File: src/rtl/regfile_sb_pkg.sv
// regfile_sb_pkg: LC-3b datapath types and default register file geometry
package regfile_sb_pkg;
  typedef logic [15:0] lc3b_word;
  typedef logic [2:0] lc3b_reg;
  localparam int REGFILE_DEPTH = 8;
  localparam int REGFILE_RD_PORTS = 3;
endpackage

File: src/rtl/sb_busy_bits.sv
// sb_busy_bits: per-register busy flags with flush > issue > writeback priority and a registered popcount
module sb_busy_bits
  import regfile_sb_pkg::*;
#(
  parameter int DEPTH = REGFILE_DEPTH,
  localparam int AW = $clog2(DEPTH),
  localparam int CW = $clog2(DEPTH + 1)
) (
  input  logic          clk,
  input  logic          reset,
  input  logic          load,
  input  logic [AW-1:0] dest,
  input  logic          issue,
  input  logic [AW-1:0] issue_dest,
  input  logic          flush,
  output logic [DEPTH-1:0] busy_vec,
  output logic [CW-1:0]    pending_cnt
);
  logic [DEPTH-1:0] busy_nxt;
  logic [CW-1:0] cnt_nxt;
  // A new producer issuing to r outranks a same-cycle writeback of the old one.
  always_comb begin
    busy_nxt = busy_vec;
    cnt_nxt = '0;
    for (int r = 0; r < DEPTH; r++) begin
      busy_nxt[r] = flush ? 1'b0 :
                    (issue && issue_dest == AW'(r)) ? 1'b1 :
                    (load && dest == AW'(r)) ? 1'b0 : busy_vec[r];
      cnt_nxt = cnt_nxt + CW'(busy_nxt[r]);
    end
  end
  always_ff @(posedge clk or posedge reset) begin
    if (reset) begin
      busy_vec <= '0;
      pending_cnt <= '0;
    end else begin
      busy_vec <= busy_nxt;
      pending_cnt <= cnt_nxt;
    end
  end
endmodule

File: src/rtl/regfile_sb.sv
// regfile_sb: multi-port register file with write-to-read bypass and busy-bit scoreboard
module regfile_sb
  import regfile_sb_pkg::*;
#(
  parameter int WIDTH = $bits(lc3b_word),
  parameter int DEPTH = REGFILE_DEPTH,
  parameter int NUM_RD = REGFILE_RD_PORTS,
  localparam int AW = $clog2(DEPTH),
  localparam int CW = $clog2(DEPTH + 1)
) (
  input  logic                    clk,
  input  logic                    reset,
  input  logic                    load,
  input  logic [AW-1:0]           dest,
  input  logic [WIDTH-1:0]        data_in,
  input  logic [NUM_RD*AW-1:0]    src,
  output logic [NUM_RD*WIDTH-1:0] rdata,
  output logic [NUM_RD-1:0]       rd_busy,
  input  logic                    issue,
  input  logic [AW-1:0]           issue_dest,
  input  logic                    flush,
  output logic [DEPTH-1:0]        busy_vec,
  output logic [CW-1:0]           pending_cnt
);
  logic [WIDTH-1:0] mem [DEPTH];
  always_ff @(posedge clk or posedge reset) begin
    if (reset) begin
      for (int r = 0; r < DEPTH; r++) mem[r] <= '0;
    end else if (load) begin
      mem[dest] <= data_in;
    end
  end
  sb_busy_bits #(.DEPTH(DEPTH)) u_busy (
    .clk(clk),
    .reset(reset),
    .load(load),
    .dest(dest),
    .issue(issue),
    .issue_dest(issue_dest),
    .flush(flush),
    .busy_vec(busy_vec),
    .pending_cnt(pending_cnt)
  );
  // A writeback landing this cycle both supplies the operand and resolves its hazard.
  for (genvar g = 0; g < NUM_RD; g++) begin : g_rd
    logic [AW-1:0] s;
    logic hit;
    assign s = src[g*AW +: AW];
    assign hit = load && dest == s;
    assign rdata[g*WIDTH +: WIDTH] = reset ? '0 : hit ? data_in : mem[s];
    assign rd_busy[g] = busy_vec[s] && !hit;
  end
endmodule

File: config.mk
export PLATFORM = sky130hd
export DESIGN_NAME = regfile_sb
export DESIGN_NICKNAME = d
export VERILOG_FILES = /design/src/rtl/regfile_sb_pkg.sv /design/src/rtl/sb_busy_bits.sv /design/src/rtl/regfile_sb.sv
export SDC_FILE = /design/constraint.sdc
export NUM_CORES = 1
export LEC_CHECK = 0
export ABC_AREA = 1
export BUFFER_PORTS_ARGS = -buffer_cell sky130_fd_sc_hd__buf_2
export CAP_MARGIN = 20
export CELL_PAD_IN_SITES_DETAIL_PLACEMENT = 1
export CELL_PAD_IN_SITES_GLOBAL_PLACEMENT = 1
export CORE_MARGIN = 2
export CORE_UTILIZATION = 45
export DETAILED_ROUTE_END_ITERATION = 8
export GPL_TIMING_DRIVEN = 0
export HOLD_SLACK_MARGIN = 0.06
export PLACE_DENSITY_LB_ADDON = 0.08
export REMOVE_ABC_BUFFERS = 1
export SYNTH_ARGS = -nofsm -noshare
export SYNTH_HDL_FRONTEND = slang
export SYNTH_SLANG_ARGS = --single-unit
File: constraint.sdc
create_clock -name clk -period 18.3 [get_ports clk]
set_clock_uncertainty 0.2 [all_clocks]
set_input_delay 2.745 -clock clk [delete_from_list [all_inputs] [get_ports clk]]
set_output_delay 2.745 -clock clk [all_outputs]
set_load 0.02 [all_outputs]
==> results of run 1 <==
## logic make-up (layout without fill, tap and decap cells)
| logic type | after synthesis | count (layout) | synth area share |
|---|---|---|---|
| and+or+nand+nor | 1196 | 1196 | 0.4906 |
| buffers and inverters | 186 | 193 | 0.07873 |
| AOI/OAI and AO/OA | 150 | 150 | 0.07381 |
| adders and majority gates | 7 | 7 | 0.01156 |
| DFF | 140 | 140 | 0.3444 |
| xor gates and xnor gates | 1 | 1 | 0.0008613 |
## final cells by class
cell class	instances	area, um^2
Sequential cell	140	3503
Multi-Input combinational cell	1354	5877
Timing Repair Buffer	108	738.2
Inverter	53	207.7
Clock buffer	22	464.2
Clock inverter	10	210.2
Tap cell	285	356.6
Fill cell	3096	11080
## placed cells by master (no fill, tap or decap), drive strengths merged, types with 3 or more instances in the layout
cell type / count
a21oi: 11
buf: 108
bufinv: 6
clkbuf: 22
clkinv: 3
dfrtp: 140
fa: 4
ha: 3
inv: 53
nand2: 724
nand3: 299
nor2: 173
o21ai: 139
## layer usage
| layer | vias up | share of wire |
|---|---|---|
| met4 | 0 | 0.041 |
| met3 | 127 | 0.064 |
| met5 | - | 0 |
| li1 | 5337 | - |
| met1 | 5618 | 0.42 |
| met2 | 458 | 0.47 |
## report_power, final
group / leakage, uW / total (uW) / internal (uW) / switching [uW]
Sequential: 0.00177 / 423 / 364 / 59.2
Clock: 0.000325 / 407 / 263 / 143
Combinational: 0.00378 / 289 / 96.1 / 193
Total: 0.00588 / 1120 / 724 / 396
## worst paths after layout
check | end | slack, ns | cells after the start
min in group asynchronous | mem[84] | 2.15 | 2
min reg2reg | mem[64] | 0.34 | 2
min | mem[64] | 0.34 | 2
max in group asynchronous | mem[79] | 14.77 | 3
max reg2reg | u_busy.pending_cnt[1] | 15.15 | 11
max | rdata[7] | 9.02 | 11
## critical path: stages
cell and delay (ns):
buf_4 0.70, inv_2 0.61, buf_12 0.37, nand2_1 0.08, nand2_1 0.08, nor2_4 0.66
nand2_4 0.40, nand2_1 0.18, nor2_1 0.05, nor2_1 0.18, buf_2 0.20
## flip-flops by register name (all words and copies together), names as in the netlist
signal,flops
u_busy.pending_cnt,4
mem,128
u_busy.busy_vec,8
## per-stage QoR
stage | power (uW) | util | setup slack [ns] | hold slack (ns)
floorplan | 603.2 | - | 8.442 | 0.2950
global route | 1184 | 0.5062 | 8.945 | 0.3657
CTS | 1120 | 0.5050 | 9.204 | 0.3363
global placement | 696.3 | 0.4643 | 6.478 | 0.3137
finish | 1119 | 0.5062 | 9.023 | 0.3352
detailed placement | 711.9 | 0.4750 | 9.202 | 0.3199
==> impl_metrics.ini, run 1 <==
[global_routing]
grt_util_met2 = 0.5947
grt_pass1_wl_mm = 65.45
grt-ovfl-total = 0
top_usage_layer = met2
met3_usage = 0.05127
grt_max_degree = 122
globalRouteTotalUtil = 0.3541
antenna_found_initial = 0
grt_pass1_vias = 11862
use_met1 = 0.4563

[drt]
finalWirelength_mm = 41.39
first_pass_iters = 5
final_antenna_net_count = 0
avgRoutedWirePerCell_um = 20.99
via_per_inst = 5.852
drc = 0
first_iter_violations = 898
vias = 11540

[clocking]
root_buffer = clkbuf_16
cts_max_level = 4
tritoncts = yes
cts_buffer_depth = 2
clock_latency_ns = 0.44
post_cts_resized = 0
cts_hold_buf = 0
cts_setup_buffers = 0
cts_buffers = 17
clk_pin_slew_ns = 0.06
numClockSinks = 140

[finish]
fin_nets = 1717
drive_above_1_share = 0.1049
syn2layout_area_growth_pct = 11.66
insertedDiodeCount = 0
fin_area_mm2 = 0.01136
finalNonFillerCells = 1972

[timing]
max_slew_margin = 0.2711
final_min_period_over_clock_period = 0.5069
layout_min_cycle_time_ns = 9.277
slew_viol_final = 0
worstMarginPinSlew_ns = 1.093
fmax_ghz = 0.1078
final-setup-viol-count = 0
fin_tns_setup_ns = 0
rsz0062_at_grt = false
hold_viol = 0

[floorplanning]
dieArea_mm2 = 0.02382
core_region_area_mm2 = 0.02243
initial_core_util = 0.4534
row_count = 55
die_x_um = 154.3
top_level_ports = 99
fp.dieH_um = 154.3

[power_and_ir_drop]
p_leak_uw = 0.005884
power-per-cell-area_mw_per_mm2 = 98.57
peakVddDrop_uv = 57.91

[placement]
place_area_mm2 = 0.01066
globalplace.congestion = 0.8250
dp_cells = 1939
numPortBuffers = 98
dp_hpwl_mm = 22.84

[yosys]
ys_ff_latch = 140
syn_avg_cell_area_um2 = 6.054
syn_area_mm2 = 0.01017
seq_area_frac_synth = 0.3444
yosys_warnings = 0
synth_ff_type = dfrtp_1
synth_top_cell_by_area = dfrtp_1
synth.area.top_cells = dfrtp_1, nand2_1, nand3_1, o21ai_0, nor2_1
synth.distinct_cells = 22
synth_top_cell_area_share = 0.3444
yosysMostFrequentCell = nand2_1
async_flop_share = 1.000
synthCells = 1680
synth_commonest_cells = nand2_1, nand3_1, nor2_1
synth-edff-count = 0

[critical_path]
r2r_start = u_busy.busy_vec[1]
worstSetupStartpointType = primary input
crit_type = in2out
required_ns = 15.35
cp-end-kind = output pin
crit_path_start = src[0]
path_max_fanout = 71
crit_arrival_ns = 6.33

[run_status]
status = completed

[hold_path]
worstHoldStart = mem[64]
hold_class = reg2reg

[job]
cap_violations = 0
(Power assumes the default switching activity.)
==> inputs of run 2 (changes only) <==
- CORE_UTILIZATION: 45 -> 42
- clock period: 18.3 -> 8.6 ns (I/O delays scaled with it)
==> impl_metrics.ini, run 2 (synthesized netlist as in run 1, its figures left out) <==
[critical_path]
crit_path_start = src[6]
worstSetupStartpointType = primary input
worst_r2r_path_depth = 11
crit_arrival_ns = 4.95
regToRegSetupSlack_ns = 5.44
rr_endpoint = u_busy.pending_cnt[1]
cp.depth = 11
crit_top_cell = nand2_1
required_ns = 7.11
path_delay_family = buffers and inverters
cp-end-kind = output pin
crit_chain = buf_4 > inv_2 > buf_16 > nand2_1 > nand2_1 > nor2_4 > nand2_4 > nand2_1 > nor2_1 > nor2_1 > buf_2
crit_type = in2out
slowest_delay_ns = 0.69
r2r_start = u_busy.busy_vec[0]
cp_num_buf_inv = 4
path_max_fanout = 71
slowest_stage = inv_2

[clocking]
cts_buffers = 17
numClockSinks = 140
clock_latency_ns = 0.43
cts_max_level = 4
root_buffer = clkbuf_16
tritoncts = yes
clk_pin_slew_ns = 0.06
post_cts_resized = 0
cts_buffer_depth = 2
cts_setup_buffers = 0
cts_hold_buf = 0

[drt]
first_iter_violations = 776
first_pass_iters = 5
via_per_inst = 5.677
finalWirelength_mm = 41.38
avgRoutedWirePerCell_um = 20.65
drc = 0
final_antenna_net_count = 0
vias = 11377

[global_routing]
grt-ovfl-total = 0
globalRouteTotalUtil = 0.3289
grt_pass1_vias = 11644
grt_max_degree = 136
antenna_found_initial = 0
grt_pass1_wl_mm = 65.72

[power_and_ir_drop]
peakVddDrop_uv = 110.7
power-per-cell-area_mw_per_mm2 = 201.3
p_leak_uw = 0.005848

[finish]
fin_util = 0.4800
syn2layout_area_growth_pct = 11.43
layout_common_cells = nand2_1, nand3_1, nor2_1
fin_nets = 1717
largest_register_ffs = 128
nFillCells = 3284
insertedDiodeCount = 0
drive_above_1_share = 0.1056
top_regs = mem (128), u_busy.busy_vec (8), u_busy.pending_cnt (4)
layout_commonest_cell = nand2_1
largest_register = mem

[floorplanning]
fp.dieH_um = 159.6
dieArea_mm2 = 0.02548
top_level_ports = 99
core_region_area_mm2 = 0.02361
row_count = 56
die_x_um = 159.6
initial_core_util = 0.4307

[placement]
numPortBuffers = 98
globalplace.congestion = 0.8027
dp_hpwl_mm = 22.88

[run_status]
status = completed

[timing]
layout_min_cycle_time_ns = 6.438
max_slew_margin = 0.2677
fmax_ghz = 0.1553
worstMarginPinSlew_ns = 1.098
rsz0062_at_grt = false
fin_tns_setup_ns = 0
hold_viol = 0
final-setup-viol-count = 0
final_min_period_over_clock_period = 0.7486
slew_viol_final = 0

[hold_path]
min_to = mem[63]
whs_path_depth = 2
worstHoldStart = mem[63]
hold_class = reg2reg

[job]
cap_violations = 0
==> run 2: per-stage QoR <==
stage | cell area [um^2] | hold slack (ns) | instances | setup slack [ns] | total power (uW)
2_1_floorplan | 9569 | 0.2950 | 1547 | 1.652 | 1284
3_3_place_gp | 10460 | 0.3146 | 1964 | -0.3842 | 1482
3_5_place_dp | 10750 | 0.3190 | 1974 | 2.342 | 1516
4_1_cts | 11330 | 0.3330 | 2004 | 2.328 | 2285
5_1_grt | 11330 | 0.3720 | 2004 | 2.073 | 2417
6_report | 11330 | 0.3385 | 2004 | 2.162 | 2282
==> run 2: layout make-up <==
class | instances | area, um^2 | share of cell area
clock inverter | 12 | 148.9 | 0.01314
clock buffer | 18 | 439.2 | 0.03875
tap | 319 | 399.1 | 0.03522
multi-input combinational | 1354 | 5877 | 0.5185
sequential | 140 | 3503 | 0.3091
timing repair buffer | 108 | 758.2 | 0.06690
inverter | 53 | 207.7 | 0.01833
==> run 2: worst max-delay path by stage <==
stage | to | slack, ns
floorplan | rdata[22] | 1.65
global placement | rdata[40] | -0.38
detailed placement | rdata[40] | 2.34
CTS | rdata[36] | 2.33
global route | rdata[37] | 2.07
finish | rdata[36] | 2.16
==> run 2: routing by layer <==
layer | part of all wire | wire [um] | global-route usage | up-vias
met5 | 0 | 0 | 0 | -
met4 | 0.030 | 1236 | 0.1227 | 0
met1 | 0.43 | 17780 | 0.4315 | 5518
li1 | - | - | - | 5335
met3 | 0.075 | 3112 | 0.06312 | 95
met2 | 0.47 | 19250 | 0.5397 | 429
==> run 2: power breakdown <==
group	internal (uW)	switching [uW]	leakage, uW
registers	775	126	0.00177
logic	205	409	0.00379
clock network	459	307	0.000279
==> run 2: tightest hold or removal path, stage by stage (launching register included) <==
cell     delay, ns
dfrtp_1       0.38
nand2_1       0.06
o21ai_0       0.06
==> inputs of run 3 (changes only) <==
- CORE_UTILIZATION: 42 -> 38
- clock period: 8.6 -> 5.5 ns (I/O delays scaled with it)
==> impl_metrics.ini, run 3 (synthesized netlist as in run 1, its figures left out) <==
[clocking]
cts_buffer_depth = 2
post_cts_resized = 0
clock_latency_ns = 0.43
cts_setup_buffers = 0
numClockSinks = 140
cts_buffers = 17
cts_max_level = 4
clk_pin_slew_ns = 0.07
cts_hold_buf = 0
root_buffer = clkbuf_16
tritoncts = yes

[floorplanning]
core_region_area_mm2 = 0.02621
fp.dieH_um = 167.6
dieArea_mm2 = 0.02809
die_x_um = 167.6
initial_core_util = 0.3881
row_count = 59
top_level_ports = 99

[finish]
nFillCells = 3572
syn2layout_area_growth_pct = 11.77
top_regs = mem (128), u_busy.busy_vec (8), u_busy.pending_cnt (4)
largest_register = mem
layout_commonest_cell = nand2_1
largest_register_ffs = 128
drive_above_1_share = 0.1055
register_area_mm2 = 0.003503
fin_util = 0.4338
fin_nets = 1717
insertedDiodeCount = 0
layout_common_cells = nand2_1, nand3_1, nor2_1
multiInputGateArea_mm2 = 0.005877

[power_and_ir_drop]
p_total_uw = 3598
power.switching_uw = 1316
peakVddDrop_uv = 133.6
p_clk_frac = 0.342
p_leak_uw = 0.005863
sequentialPowerShare = 0.392
power_switching_share = 0.3657
combPwrFrac = 0.266
power-per-cell-area_mw_per_mm2 = 316.5
internal_power_uw = 2282

[drt]
vias = 11293
first_iter_violations = 884
final_antenna_net_count = 0
via_per_inst = 5.585
avgRoutedWirePerCell_um = 20.75
first_pass_iters = 5
drc = 0
finalWirelength_mm = 41.96

[timing]
fmax_ghz = 0.1848
final_min_period_over_clock_period = 0.9839
hold_slack_ns = 0.2631
worstMarginPinSlew_ns = 1.125
slew_viol_final = 0
rsz0062_at_grt = false
hold_viol = 0
layout_min_cycle_time_ns = 5.411
final-setup-viol-count = 0
max_slew_margin = 0.2501

[critical_path]
worstSetupStartpointType = primary input
slowest_stage = buf_2
cp_num_buf_inv = 3
crit_arrival_ns = 4.39
slowest_delay_ns = 0.82
crit_chain = buf_2 > inv_2 > nand2_1 > nand2_1 > nor2_4 > nand2_4 > nand2_1 > nor2_1 > nor2_1 > buf_2
worst_r2r_path_depth = 11
path_max_fanout = 36
path_delay_family = buffers and inverters
crit_top_cell = nand2_1
crit_type = in2out
cp-end-kind = output pin
cp.depth = 10
required_ns = 4.47

[global_routing]
grt_max_degree = 117
grt_pass1_wl_mm = 66.31
grt_util_met2 = 0.5100
met3_usage = 0.03593
globalRouteTotalUtil = 0.3051
grt-ovfl-total = 0
use_met1 = 0.4170
top_usage_layer = met2
grt_pass1_vias = 11413
antenna_found_initial = 0

[run_status]
status = completed

[job]
cap_violations = 0

[placement]
numPortBuffers = 98
globalplace.congestion = 0.7816
dp_hpwl_mm = 23.14

[hold_path]
hold_class = in2async
## run 3: cell count changes in the layout (fill, tap and decap cells not counted)
cell	previous run	this run
buf_16	8	7
buf_8	0	1
inv_2	7	6
clkbuf_1	0	2
clkinvlp_4	4	1
clkbuf_8	1	3
clkinv_2	5	4
clkinv_4	1	3
inv_4	0	1
## run 3: power groups by stage
stage               clock network, uW  registers (uW)  logic, uW
detailed placement                  0            1420        954
finish                           1230            1410        957
global route                     1290            1440       1090
CTS                              1250            1400        960
global placement                    0            1410        916
floorplan                           0            1370        633
## run 3: path summary, 6_finish.rpt
kind,start,to,slack (ns)
setup / recovery,src[7],rdata[32],0.09
hold / removal,reset,mem[97],0.26
setup reg to reg,u_busy.busy_vec[1],u_busy.pending_cnt[1],2.34
hold reg to reg,mem[20],mem[20],0.33
max in group asynchronous,reset,mem[82],3.86
min in group clk,mem[20],mem[20],0.33
## run 3: metrics by stage
stage | worst slack (ns) | cells | area [um^2] | TNS, ns
final | 0.08870 | 2022 | 11370 | 0
after detailed placement | 0.2338 | 1990 | 10760 | 0
after floorplan | -0.5181 | 1547 | 9569 | -49.56
after global placement | -2.822 | 1980 | 10480 | -514.51
after CTS | 0.2180 | 2022 | 11370 | 0
after global routing | 0.05343 | 2022 | 11370 | 0
## run 3: cell type report
class                           count  share of cell area
Clock buffer                       22             0.04171
Clock inverter                     10             0.01222
Inverter                           53             0.01849
Multi-Input combinational cell   1354              0.5169
Sequential cell                   140              0.3082
Tap cell                          335             0.03687
Timing Repair Buffer              108             0.06560
## run 3: worst reg2reg max path: stages, from the launching register on
cell and delay [ns]:
dfrtp_1 0.43, nand2_1 0.09, a21oi_1 0.08, ha_1 0.29, inv_1 0.05, fa_1 0.47, inv_1 0.05, fa_1 0.47
inv_1 0.05, fa_1 0.35, inv_1 0.10, fa_1 0.40
## run 3: layer usage
metal	up-vias	wire, um
li1	5340	-
met1	5542	18970
met2	348	19850
met3	63	2229
met4	0	903
met5	-	0
